## src/rtl/mode_sequencer.sv

```systemverilog
// -----------------------------------------------------------------------------
// mode_sequencer
//   Drives the direction input of an external up/down counter so that it
//   bounces between low_lim and high_lim. Every reversal gives a one-cycle
//   turn pulse. Limits that are too close together (fewer than two steps
//   apart) park the block in an error state until enable drops.
//
// Ports
//   clk         in   single clock, rising edge
//   reset       in   synchronous, active-high
//   enable      in   1 = run the bounce sequence, 0 = go back to idle
//   low_lim     in   [sz-1:0] lower turn point, unsigned
//   high_lim    in   [sz-1:0] upper turn point, unsigned
//   counter     in   [sz-1:0] current value of the downstream counter
//   mode        out  registered direction, 0 = up, 1 = down
//   turn        out  registered one-cycle pulse on each reversal
//   lim_err     out  registered, high while in the error state
//   turn_count  out  [7:0] saturating reversal count
//
// Configuration
//   MODE_SEQ_TURN_CNT_EN  defined   -> saturating reversal counter is built
//                         undefined -> turn_count is tied to zero
// -----------------------------------------------------------------------------
module mode_sequencer #(
  parameter int sz = 8
) (
  input  logic          clk,
  input  logic          reset,
  input  logic          enable,
  input  logic [sz-1:0] low_lim,
  input  logic [sz-1:0] high_lim,
  input  logic [sz-1:0] counter,
  output logic          mode,
  output logic          turn,
  output logic          lim_err,
  output logic [7:0]    turn_count
);

  typedef enum logic [1:0] {
    S_IDLE = 2'd0,
    S_UP   = 2'd1,
    S_DOWN = 2'd2,
    S_ERR  = 2'd3
  } state_e;

  localparam logic [sz:0] ONE = (sz+1)'(1);
  localparam logic [sz:0] TWO = (sz+1)'(2);

  state_e state_q, state_d;
  logic   mode_q, mode_d;
  logic   turn_q, turn_d;
  logic   lim_err_q, lim_err_d;

  // All limit arithmetic is done one bit wider so low_lim+2 and
  // counter+1 cannot wrap for values near the top of the range.
  logic [sz:0] low_ext, high_ext, cnt_ext;
  logic        lim_ok, at_top, at_bot;

  assign low_ext  = {1'b0, low_lim};
  assign high_ext = {1'b0, high_lim};
  assign cnt_ext  = {1'b0, counter};

  assign lim_ok = (high_ext >= low_ext + TWO);
  // counter >= high_lim-1 written as counter+1 >= high_lim (no underflow).
  // Comparing one step early means the counter, which still moves once more
  // before it sees the new mode, tops out exactly on high_lim. Values past
  // the limit also satisfy the compare, so an overshoot turns immediately.
  assign at_top = (cnt_ext + ONE >= high_ext);
  assign at_bot = (cnt_ext <= low_ext + ONE);

  always_comb begin
    state_d   = state_q;
    mode_d    = mode_q;
    turn_d    = 1'b0;
    lim_err_d = lim_err_q;

    unique case (state_q)
      S_IDLE: begin
        mode_d    = 1'b0;
        lim_err_d = 1'b0;
        if (enable) begin
          if (lim_ok) begin
            state_d = S_UP;
          end else begin
            state_d   = S_ERR;
            lim_err_d = 1'b1;
          end
        end
      end

      S_UP, S_DOWN: begin
        if (!enable) begin
          state_d = S_IDLE;
          mode_d  = 1'b0;
        end else if (!lim_ok) begin
          // Direction is frozen where it was when the limits went bad.
          state_d   = S_ERR;
          lim_err_d = 1'b1;
        end else if (!turn_q) begin
          // A turn is never issued in the cycle right after another one,
          // which keeps turn from being high two cycles in a row even if
          // the counter is yanked across both limits.
          if (state_q == S_UP && at_top) begin
            state_d = S_DOWN;
            mode_d  = 1'b1;
            turn_d  = 1'b1;
          end else if (state_q == S_DOWN && at_bot) begin
            state_d = S_UP;
            mode_d  = 1'b0;
            turn_d  = 1'b1;
          end
        end
      end

      S_ERR: begin
        lim_err_d = 1'b1;
        if (!enable) begin
          state_d   = S_IDLE;
          mode_d    = 1'b0;
          lim_err_d = 1'b0;
        end
      end

      default: begin
        state_d   = S_IDLE;
        mode_d    = 1'b0;
        lim_err_d = 1'b0;
      end
    endcase
  end

  always_ff @(posedge clk) begin
    if (reset) begin
      state_q   <= S_IDLE;
      mode_q    <= 1'b0;
      turn_q    <= 1'b0;
      lim_err_q <= 1'b0;
    end else begin
      state_q   <= state_d;
      mode_q    <= mode_d;
      turn_q    <= turn_d;
      lim_err_q <= lim_err_d;
    end
  end

  assign mode    = mode_q;
  assign turn    = turn_q;
  assign lim_err = lim_err_q;

`ifdef MODE_SEQ_TURN_CNT_EN
  logic [7:0] turn_cnt_q, turn_cnt_d;

  // Counts on the same edge the turn pulse is registered, so the count
  // already includes a pulse while that pulse is visible.
  always_comb begin
    turn_cnt_d = turn_cnt_q;
    if (turn_d && turn_cnt_q != 8'hFF) turn_cnt_d = turn_cnt_q + 8'd1;
  end

  always_ff @(posedge clk) begin
    if (reset) turn_cnt_q <= 8'd0;
    else       turn_cnt_q <= turn_cnt_d;
  end

  assign turn_count = turn_cnt_q;
`else
  assign turn_count = 8'd0;
`endif

endmodule

```

## config.mk

```make
export PLATFORM = sky130hd
export DESIGN_NAME = mode_sequencer
export DESIGN_NICKNAME = d
export VERILOG_FILES = /design/src/rtl/mode_sequencer.sv
export SDC_FILE = /design/constraint.sdc
export NUM_CORES = 1
export LEC_CHECK = 0
export ABC_AREA = 1
export BUFFER_PORTS_ARGS = -buffer_cell sky130_fd_sc_hd__buf_2
export CAP_MARGIN = 40
export CORE_UTILIZATION = 50
export CTS_BUF_LIST = sky130_fd_sc_hd__clkbuf_2 sky130_fd_sc_hd__clkbuf_4 sky130_fd_sc_hd__clkbuf_8
export DETAILED_ROUTE_END_ITERATION = 6
export PLACE_DENSITY = 0.81
export SYNTH_ARGS = -nofsm -noshare
export SYNTH_HDL_FRONTEND = slang
export SYNTH_SLANG_ARGS = --single-unit
```

## constraint.sdc

```tcl
create_clock -name clk -period 2.3 [get_ports clk]
set_input_delay 0 -clock clk [delete_from_list [all_inputs] [get_ports clk]]
set_output_delay 0 -clock clk [all_outputs]
set_load 0.02 [all_outputs]
```

* Yosys cells after proc, flatten, opt, wreduce, memory -nomap -nowiden
Index checks and enable logic that the tools add are counted.
Word-level totals: register bits after elaboration 5, bits of input ports 27, output and inout bits 11, word-level logic and storage cells 57
Cells by class: add/subtract/negate cells 3, $lt $le $gt $ge 3, equality and inequality tests 12, multiplexer cells 24, bitwise operators 3, reduce and logical (&&, ||, !) cells 8
Operators with widths (count):
- $add 8x1->9 const B | 2
- $mux 2 | 8
- $mux 1 | 13
- $add 8x2->9 const B | 1
- $ge 8x9->1 | 1
- $ge 9x8->1 | 1
- $le 8x9->1 | 1
- $ne 2x2->1 const B | 4
- $ne 4x4->1 const B | 2
- $reduce_and 4->1 | 2
- $ne 3x3->1 const B | 2
- $pmux 1 s3 | 2
- $pmux 2 s3 | 1
- $ne 5x5->1 const B | 1
- $reduce_or 5->1 | 1
- $eq 2x2->1 const B | 2
- $not 1->1 | 3
- $eq 2x1->1 const B | 1
- $logic_and 1x1->1 | 2
- $logic_not 2->1 | 1
- $reduce_and 2->1 | 1
- $reduce_or 2->1 | 1

* Longest topological paths before layout
Gate-level depths: netlist (run 1).
depth in word-level cells 9, mapped depth 18, gate-level depth less buffers 18

* Worst setup path before layout (run 1)
Ideal clock, no wire load.
kind input -> register, start input low_lim[3], end register state_q[0], setup time 115 ps, arrival 1722 ps, data required time 2185 ps, setup slack 463 ps, stages 14, buffers on the path 1, cell sequence buf_6 nand2_4 nor3_1 nand2_1 xor2_1 ha_1 a21o_1 nand3_1 nand2_1 nor2_2 nand3_2 nand3b_1 a21oi_1 nor2_1
Between the ends: word-level cells in the longest chain between the ends 5, elaborated cells between the ends (all ways) 11, classes of those cells add/sub (2); order compare (2); eq/ne (2); mux (3); reduce/logical (2)
RTL lines:
- start: declaration | line 30 | input logic [sz-1:0] low_lim,
- $add 8x1->9 / $add 8x2->9 (equally long branches) | line 69, 63
- $le 8x9->1 / $ge 8x9->1 (equally long branches) | line 69, 63
- $logic_and 1x1->1 / $mux 2 (equally long branches) | line 107, 95
- $ne 5x5->1 (no line) / $mux 2 (equally long branches)
- $reduce_and 4->1 (no line) / $pmux 2 s3 (equally long branches)
- end signal: assignment | line 139 | state_q <= state_d;
- end: declaration | line 49 | state_e state_q, state_d;
Several ways; a longest one is shown, not always the timed one. A chain may end at the register's enable or synchronous reset.

* Worst setup path in the final report (run 1)
start input low_lim[4], end register state_q[0]
Same word-level chain as after synthesis.

==> flow_metrics.tcl, run 1 <==
set metrics [dict create \
    timing.max_cap.violations 0 \
    place_hpwl_um 2724 \
    fin_setup_tns_ns 0 \
    violations "design-rule violations" \
    avgRoutedWirePerCell_um 10.16 \
    cp_slowest_cell "ha_1" \
    clkLatencyLatePin_ns 0.25 \
    io_pins 38 \
    netlist_area_sq_mm 0.001530 \
    yosysWarnings 0 \
    status "finished with violations" \
    drc_errors 1 \
    grt_pass1_wl_um 5457 \
    area_delta_synth_final_pct 11.69 \
    cp.required_ns 2.44 \
    grt_max_degree 9 \
    cts_max_path_buffers 2 \
    crit_fanout 6 \
    ctsRootBufferMaster "clkbuf_4" \
    path_class "in2reg" \
    cp_num_buf_inv 2 \
    finalSetupViolCount 0 \
    ir_drop_uv 596.4 \
    power-per-cell-area_mw_per_mm2 509.9 \
    track_usage_pct 20.96 \
    grt-ovfl-total 0 \
    crit_path_end_kind "register" \
    final_max_slew_viol_count 0 \
    synth_top_family_by_area "simple AND/OR/NAND/NOR gates" \
    cp-start-kind "primary input" \
    max_freq_mhz 526.3 \
    slowest_delay_ns 0.31 \
    grt_setup_unrepaired "no" \
    ant_nets 0 \
    initial_core_util_pct 54.09 \
    ys_ff_latch 5 \
    cts_tree "yes" \
    skew_ns 0.001077 \
    synth_cell_types 25 \
    layout-drive-gt1-share_pct 17.88 \
    die_area_sq_mm 0.003286 \
    final_cell_mix "nand2_1, inv_1, ha_1, buf_2, nor2_1" \
    portBuffers 29 \
    drt-pass1-iter-count 6 \
    gp_congestion 0.9001 \
    synth.area.mux_share_pct 0 \
    path_common_cell "nand2_1" \
    num_vias 1486 \
    final_common_cell "nand2_1" \
    antenna_found_initial 0 \
    hold_viol_final 0 \
    path_cells "buf_2, inv_1, nor3_1, nand2_1, xor2_1, ha_1, a21o_1, nand3_1, nand2_1, nor2_2, nand3_2, nand3b_1, a21oi_1, nor2_1" \
    arrival_ns 2.04 \
    numCtsBuffers 3 \
    viasPerCell 4.872 \
    drtIter0Drc 81 \
    clkTransAtPathRegs_ns 0.04 \
    hp-class "in2reg" \
    post_cts_resized 0 \
    synth.avg_cell_area_sq_um 6.323 \
    synth-compound-area-share_pct 8.340 \
    diodes 0 \
    finalCriticalPeriod_ns 1.900 \
    htree_levels 1 \
    syn_inst 242 \
    yosys.area_share.xor_xnor_pct 8.585 \
    rows 19 \
    holdWs_ns 0.1558 \
    cts.sinks 5 \
    grt_pass1_vias 1347 \
    min_period_over_period_pct 82.61 \
    fin_nets 335 \
    final_core_util_pct 60.42 \
    synth_adder_area_share_pct 26.98 \
    die_w_um 57.32 \
    leakage_nw 1.027 \
    yosys.area_share.simple_pct 34.34 \
    cp_top_family "simple AND/OR/NAND/NOR gates" \
    wl_um 3099 \
    coreArea_sq_mm 0.002829 \
    die_height_um 57.32 \
    synth_seq_area_share_pct 6.541 \
]
worst paths after layout:
check	slack, ns	startpoint	cells after the start	end
worst min register to register	0.47	lim_err	2	lim_err
worst max-delay path	0.40	low_lim[4]	14	state_q[0]
worst min-delay path	0.16	enable	5	lim_err
worst max register to register	0.56	state_q[0]	9	state_q[1]
per-layer routing:
| metal | share of wire, % | GRT usage, % | wire length [um] | up-vias |
|---|---|---|---|---|
| li1 | - | - | - | 818 |
| met1 | 52 | 29.18 | 1621 | 620 |
| met2 | 42 | 34.45 | 1317 | 46 |
| met3 | 4.5 | 3.855 | 141 | 2 |
| met4 | 0.58 | 3.136 | 18 | 0 |
| met5 | 0 | 0 | 0 | - |
timing repair:
| item | in CTS | in global routing |
|---|---|---|
| setup buffers | 0 | 0 |
| hold buffers | 1 | 0 |
| hold endpoints to repair | 1 | 0 |
worst min-delay path, stage by stage:
cell	delay, ns
buf_2	0.11
inv_1	0.06
nor2_1	0.04
o21ai_0	0.06
a31oi_1	0.08
through the flow:
step / instance area (sq um) / total power, mW / std cells / setup slack [ns]
final: 1709 / 0.8714 / 305 / 0.3999
after global routing: 1709 / 0.9859 / 305 / 0.09803
after CTS: 1709 / 0.8730 / 305 / 0.4056
after detailed placement: 1669 / 0.7496 / 300 / 0.1504
after global placement: 1669 / 0.7360 / 300 / 0.1544
after floorplan: 1556 / 0.6131 / 249 / 0.4635
synthesized netlist by cell type (all sizes together):
cell type / number / area (sq um)
a21o: 5 / 37.54
a21oi: 9 / 45.04
a31oi: 2 / 12.51
buf: 9 / 71.32
conb: 1 / 3.750
dfxtp: 5 / 100.1
ha: 33 / 412.9
inv: 42 / 157.6
nand2: 58 / 235.2
nand3: 18 / 100.1
nand3b: 1 / 7.510
nand4: 4 / 25.02
nor2: 28 / 127.6
nor3: 6 / 30.03
o211ai: 1 / 7.510
o21ai: 5 / 25.02
xnor2: 2 / 17.52
xor2: 13 / 113.9
flip-flops by register name (all words and copies together), names as in the netlist:
register,flops
state_q,2
mode,1
turn,1
lim_err,1
power by group:
part,total (mW),internal [mW],switching (mW)
Clock,0.117,0.0776,0.0394
Combinational,0.612,0.233,0.379
Sequential,0.142,0.118,0.0236
cells by family after synthesis:
kind of cell / Yosys count
AOI/OAI and AO/OA: 22
xor gates and xnor gates: 15
adders and majority gates: 33
buffers and inverters: 51
DFF: 5
other: 1
and+or+nand+nor: 115
cell type report:
cell class                      instances  area (sq um)
Multi-Input combinational cell        193          1227
Fill cell                             269          1120
Inverter                               42         157.7
Timing Repair Buffer                   30         155.1
Sequential cell                         5         100.1
Tap cell                               31         38.79
Clock buffer                            4         30.03
Note: power is estimated with default switching activity, not from simulation.
==> run 2, diff against run 1 <==
- PLACE_DENSITY: 0.81 -> 0.84
- clock period: 2.3 -> 1.55 ns (I/O delays scaled with it)
==> run 2 against run 1 <==
Effect of this change:
- the flow finishes with violations (design-rule violations, negative setup slack)
- cell count up 14%
- clock skew up 0.00099 ns
- die area unchanged
- routed wire length up 100%
- critical path depth up 4
- flip-flop and latch count unchanged
- sequential power up 49%
- critical endpoint unchanged
==> flow_metrics.tcl, run 2 (same netlist as run 1, synthesis figures left out) <==
set metrics [dict create \
    final_cell_mix "nand2_1, buf_4, inv_1, ha_1, buf_2" \
    regMostFlops "state_q" \
    drt-pass1-iter-count 7 \
    fin_setup_tns_ns -1.914 \
    io_pins 38 \
    drc_errors 5 \
    die_height_um 57.32 \
    place_hpwl_um 3403 \
    fin_nets 378 \
    final_common_cell "nand2_1" \
    finalSetupViolCount 5 \
    n_fill_cell 144 \
    portBuffers 29 \
    leakage_nw 1.309 \
    initial_core_util_pct 54.09 \
    hp-class "in2reg" \
    die_area_sq_mm 0.003286 \
    crit_path_end_kind "register" \
    drtIter0Drc 223 \
    min_period_over_period_pct 133.3 \
    layout_setup_ws_ns -0.5155 \
    slowest_delay_ns 0.29 \
    htree_levels 1 \
    holdPathStages 5 \
    cp.required_ns 1.69 \
    layout-drive-gt1-share_pct 41.96 \
    avgRoutedWirePerCell_um 17.93 \
    timing.max_cap.violations 0 \
    ir_drop_uv 892.4 \
    cts_tree "yes" \
    coreArea_sq_mm 0.002829 \
    grt_setup_unrepaired "yes" \
    violations "design-rule violations, negative setup slack" \
    power_mw 1.946 \
    path_cells "buf_2, nand2_4, inv_2, nand4_1, xor2_2, nand2_1, o21ai_1, ha_1, nand3_1, inv_1, a31oi_1, nand2_2, nand2_4, nand3_4, nand2_4, nand3_2, nand2_1, nor2_1" \
    dp_slack_ns -0.5415 \
    gp_congestion 0.9288 \
    clkTransAtPathRegs_ns 0.04 \
    power-per-cell-area_mw_per_mm2 813.9 \
    area_delta_synth_final_pct 56.25 \
    cp-start-kind "primary input" \
    skew_ns 0.002070 \
    diodes 0 \
    path_common_cell "nand2_4" \
    cts.sinks 5 \
    wl_um 6239 \
    grt_max_degree 8 \
    cp_slowest_cell "ha_1" \
    numCtsBuffers 3 \
    ant_nets 0 \
    largest_reg_flops 2 \
    status "finished with violations" \
    crit_fanout 3 \
    track_usage_pct 28.46 \
    cts_max_path_buffers 2 \
    hold_viol_final 0 \
    viasPerCell 5.845 \
    grt_pass1_wl_um 7348 \
    grt-ovfl-total 0 \
    antenna_found_initial 0 \
    die_w_um 57.32 \
    finalCriticalPeriod_ns 2.066 \
    finish.instance_area_sq_mm 0.002391 \
    grt_pass1_vias 1752 \
    rows 19 \
    clkLatencyLatePin_ns 0.25 \
    final_max_slew_viol_count 0 \
    ctsRootBufferMaster "clkbuf_4" \
    path_class "in2reg" \
    place_area_sq_mm 0.001972 \
    num_vias 2034 \
    max_freq_mhz 484.1 \
    rr_worst_depth 9 \
    arrival_ns 2.20 \
]
## run 2: changes by cell type in the layout (fill, tap and decap cells not counted), sizes merged
| cell | previous run | this run |
|---|---|---|
| buf | 29 | 72 |
## run 2: path summary, 6_finish.rpt
kind	startpoint	end	slack [ns]
worst max-delay path	low_lim[6]	state_q[0]	-0.52
worst min-delay path	enable	lim_err	0.19
worst max register to register	state_q[0]	state_q[1]	-0.30
worst min register to register	lim_err	lim_err	0.45
## run 2: metrics by stage
stage          utilization (%)  std cells  hold slack, ns
3_3_place_gp             69.70        337          0.1763
2_1_floorplan                -        249         0.06941
6_report                 84.52        348          0.1919
3_5_place_dp             69.70        337          0.1856
5_1_grt                  84.52        348          0.2142
4_1_cts                  76.60        346          0.1624
## run 2: timing repair
action / in CTS / in global routing
pin swaps: 37 / 44
hold buffers: 1 / 0
buffers inserted: 4 / 2
endpoints found under the hold margin: 1 / 0
resized for setup: 32 / 49
endpoints found under the setup margin: 5 / 5
## run 2: area by class of cell
class                           count  area, sq um  share of cell area (%)
Clock buffer                        4        30.03                   1.256
Inverter                           42        157.7                   6.593
Multi-Input combinational cell    193         1500                   62.74
Sequential cell                     5        100.1                   4.186
Tap cell                           31        38.79                   1.622
Timing Repair Buffer               73        564.3                   23.60
## run 2: routing by layer
| metal | wire [um] | part of all wire [%] | vias up | GRT usage [%] |
|---|---|---|---|---|
| met5 | 0 | 0 | - | 0 |
| met3 | 543 | 8.7 | 46 | 4.762 |
| met4 | 464 | 7.4 | 0 | 8.014 |
| li1 | - | - | 910 | - |
| met2 | 2892 | 46 | 167 | 52.94 |
| met1 | 2338 | 37 | 911 | 33.33 |
## run 2: report_power, final
part           leakage, nW  switching, mW  internal (mW)  total [mW]
combinational         1.25          0.923          0.640        1.56
clock               0.0184         0.0566          0.115       0.172
sequential          0.0412         0.0358          0.176       0.212
total                 1.31           1.02          0.931        1.95
## run 2: worst max-delay path, delay by kind of cell
| family | cells | cell delay [ns] |
|---|---|---|
| buf+inv | 3 | 0.28 |
| fa+ha+maj | 1 | 0.29 |
| simple gates | 11 | 1.03 |
| compound gates | 2 | 0.29 |
| xor+xnor | 1 | 0.28 |
==> run 3, diff against run 2 <==
- CORE_UTILIZATION: 50 -> 49
- CTS_BUF_LIST: sky130_fd_sc_hd__clkbuf_2 sky130_fd_sc_hd__clkbuf_4 sky130_fd_sc_hd__clkbuf_8 -> sky130_fd_sc_hd__clkbuf_8 sky130_fd_sc_hd__clkbuf_16
- PLACE_DENSITY: 0.84 -> 0.82
==> run 3 against run 2 <==
Effect of this change:
- the run still ends with design-rule violations, negative setup slack left
- hold slack better by 0.00056 ns
- cell count down 0.57%
- clock skew up 0.0020 ns
- largest cell class unchanged
- setup slack better by 0.22 ns
- sequential power about the same
- critical path depth down 1
- sequential share of layout area up 0.37 points
- via count down 13%
- clock-buffer cell count down 1
- maximum frequency up 12%
- design area down 8.1%
- routed wire length down 29%
==> flow_metrics.tcl, run 3 (same netlist as run 1, synthesis figures left out) <==
set metrics [dict create \
    status "finished with violations" \
    violations "design-rule violations, negative setup slack" \
    min_period_over_period_pct 119.4 \
    switchingPower_mw 0.7951 \
    finalCriticalPeriod_ns 1.851 \
    cts_max_path_buffers 2 \
    path_class "in2reg" \
    grt_setup_unrepaired "yes" \
    viasPerCell 5.121 \
    drtIter0Drc 95 \
    track_usage_pct 26.62 \
    cp.required_ns 1.67 \
    power_mw 1.669 \
    pwr-share-comb_pct 72.6 \
    htree_levels 1 \
    grt-ovfl-total 0 \
    power_frac_clock_pct 14.8 \
    drt-pass1-iter-count 6 \
    final_max_slew_viol_count 0 \
    timing.max_cap.violations 0 \
    worstReg2RegStart "state_q[0]" \
    max_freq_mhz 540.4 \
    worstSetupStartpoint "low_lim[1]" \
    hp-class "in2reg" \
    io_pins 38 \
    diodes 0 \
    grt_pass1_wl_um 6872 \
    crit_fanout 6 \
    arrival_ns 1.97 \
    gp_congestion 0.8923 \
    internal_power_mw 0.8735 \
    fin_nets 376 \
    final_common_cell "nand2_1" \
    leakage_nw 1.265 \
    power-per-cell-area_mw_per_mm2 759.5 \
    avgRoutedWirePerCell_um 12.88 \
    drc_errors 4 \
    skew_ns 0.004104 \
    ir_drop_uv 592.9 \
    final_cell_mix "nand2_1, buf_4, inv_1, ha_1, buf_2" \
    final_core_util_pct 77.02 \
    layout_setup_ws_ns -0.3005 \
    regMostFlops "state_q" \
    initial_core_util_pct 53.64 \
    grt_max_degree 8 \
    num_vias 1772 \
    layout-drive-gt1-share_pct 34.29 \
    coreArea_sq_mm 0.002853 \
    clkLatencyLatePin_ns 0.23 \
    ant_nets 0 \
    grt_pass1_vias 1639 \
    place_hpwl_um 3268 \
    rows 19 \
    clkTransAtPathRegs_ns 0.04 \
    cp-start-kind "primary input" \
    die_height_um 57.88 \
    numCtsBuffers 3 \
    die_area_sq_mm 0.003350 \
    area_delta_synth_final_pct 43.58 \
    cts_tree "yes" \
    p_sw_share_pct 47.65 \
    portBuffers 29 \
    p_seq_share_pct 12.7 \
    hold_path.startpoint "enable" \
    finalSetupViolCount 5 \
    antenna_found_initial 0 \
    cts.sinks 5 \
    ctsRootBufferMaster "clkbuf_8" \
    die_w_um 57.88 \
    crit_path_end_kind "register" \
    hold_viol_final 0 \
    largest_reg_flops 2 \
    wl_um 4455 \
]
[run 3: cell types whose count changed in the layout (fill, tap and decap cells not counted), sizes merged]
cell  change
inv       +1
buf       -3
[run 3: critical path, cell delays in order]
cell	delay, ns
buf_4	0.14
buf_4	0.13
inv_2	0.04
nor2_4	0.10
xor2_1	0.21
ha_1	0.30
a21o_1	0.17
nor2_1	0.10
nor2_1	0.06
nor2_2	0.14
nand3_4	0.12
nand2_1	0.09
nand2_1	0.06
nor2_2	0.12
nand3_1	0.08
nand2_1	0.07
nor2_1	0.04
[run 3: area by class of cell]
| cell class | count | area [sq um] |
|---|---|---|
| multi-input cells | 193 | 1366 |
| inverters | 42 | 157.7 |
| flip-flops and latches | 5 | 100.1 |
| well taps | 31 | 38.79 |
| clock inverters | 1 | 3.754 |
| repair buffers | 71 | 489.2 |
| clock buffers | 3 | 41.29 |
| fillers | 197 | 655.6 |
[run 3: metrics by stage]
stage          cell area [sq um]  TNS [ns]  hold WS, ns  instances  worst slack, ns
2_1_floorplan               1585   -0.7351      0.06941        249          -0.2171
3_3_place_gp                1972    -1.921       0.1749        337          -0.4700
3_5_place_dp                1972    -2.405       0.1757        337          -0.5997
4_1_cts                     2115   -0.8967       0.1837        344          -0.2323
5_1_grt                     2197    -1.983       0.2591        346          -0.4433
6_report                    2197    -1.236       0.1924        346          -0.3005
[run 3: metal layers]
layer / global-route usage [%] / vias up / share of wire, %
met3: 2.902 / 10 / 4.3
met2: 50.25 / 58 / 52
met1: 31.43 / 796 / 42
met5: 0 / - / 0
met4: 7.483 / 0 / 1.8
li1: - / 908 / -
[run 3: what timing repair did]
| action | 4_1_cts | 5_1_grt |
|---|---|---|
| hold buffers | 1 | 0 |
| endpoints found under the setup margin | 5 | 5 |
| pin swaps | 29 | 19 |
| resized for setup | 22 | 13 |
| hold endpoints to repair | 1 | 0 |
| buffers inserted | 2 | 2 |
[run 3: final timing paths]
kind         slack [ns]  cells after the start    endpoint
max               -0.30                     17  state_q[1]
min                0.19                      5     lim_err
max reg2reg       -0.14                      8  state_q[0]
min reg2reg        0.48                      2     lim_err
[run 3: power by group through the flow]
stage                     Clock, mW  Sequential (mW)  Combinational [mW]
after global placement            0            0.208                1.03
final                         0.247            0.211                1.21
after CTS                     0.244            0.208                1.12
after global routing          0.252            0.214                1.32
after detailed placement          0            0.209                1.06
after floorplan                   0            0.231               0.683
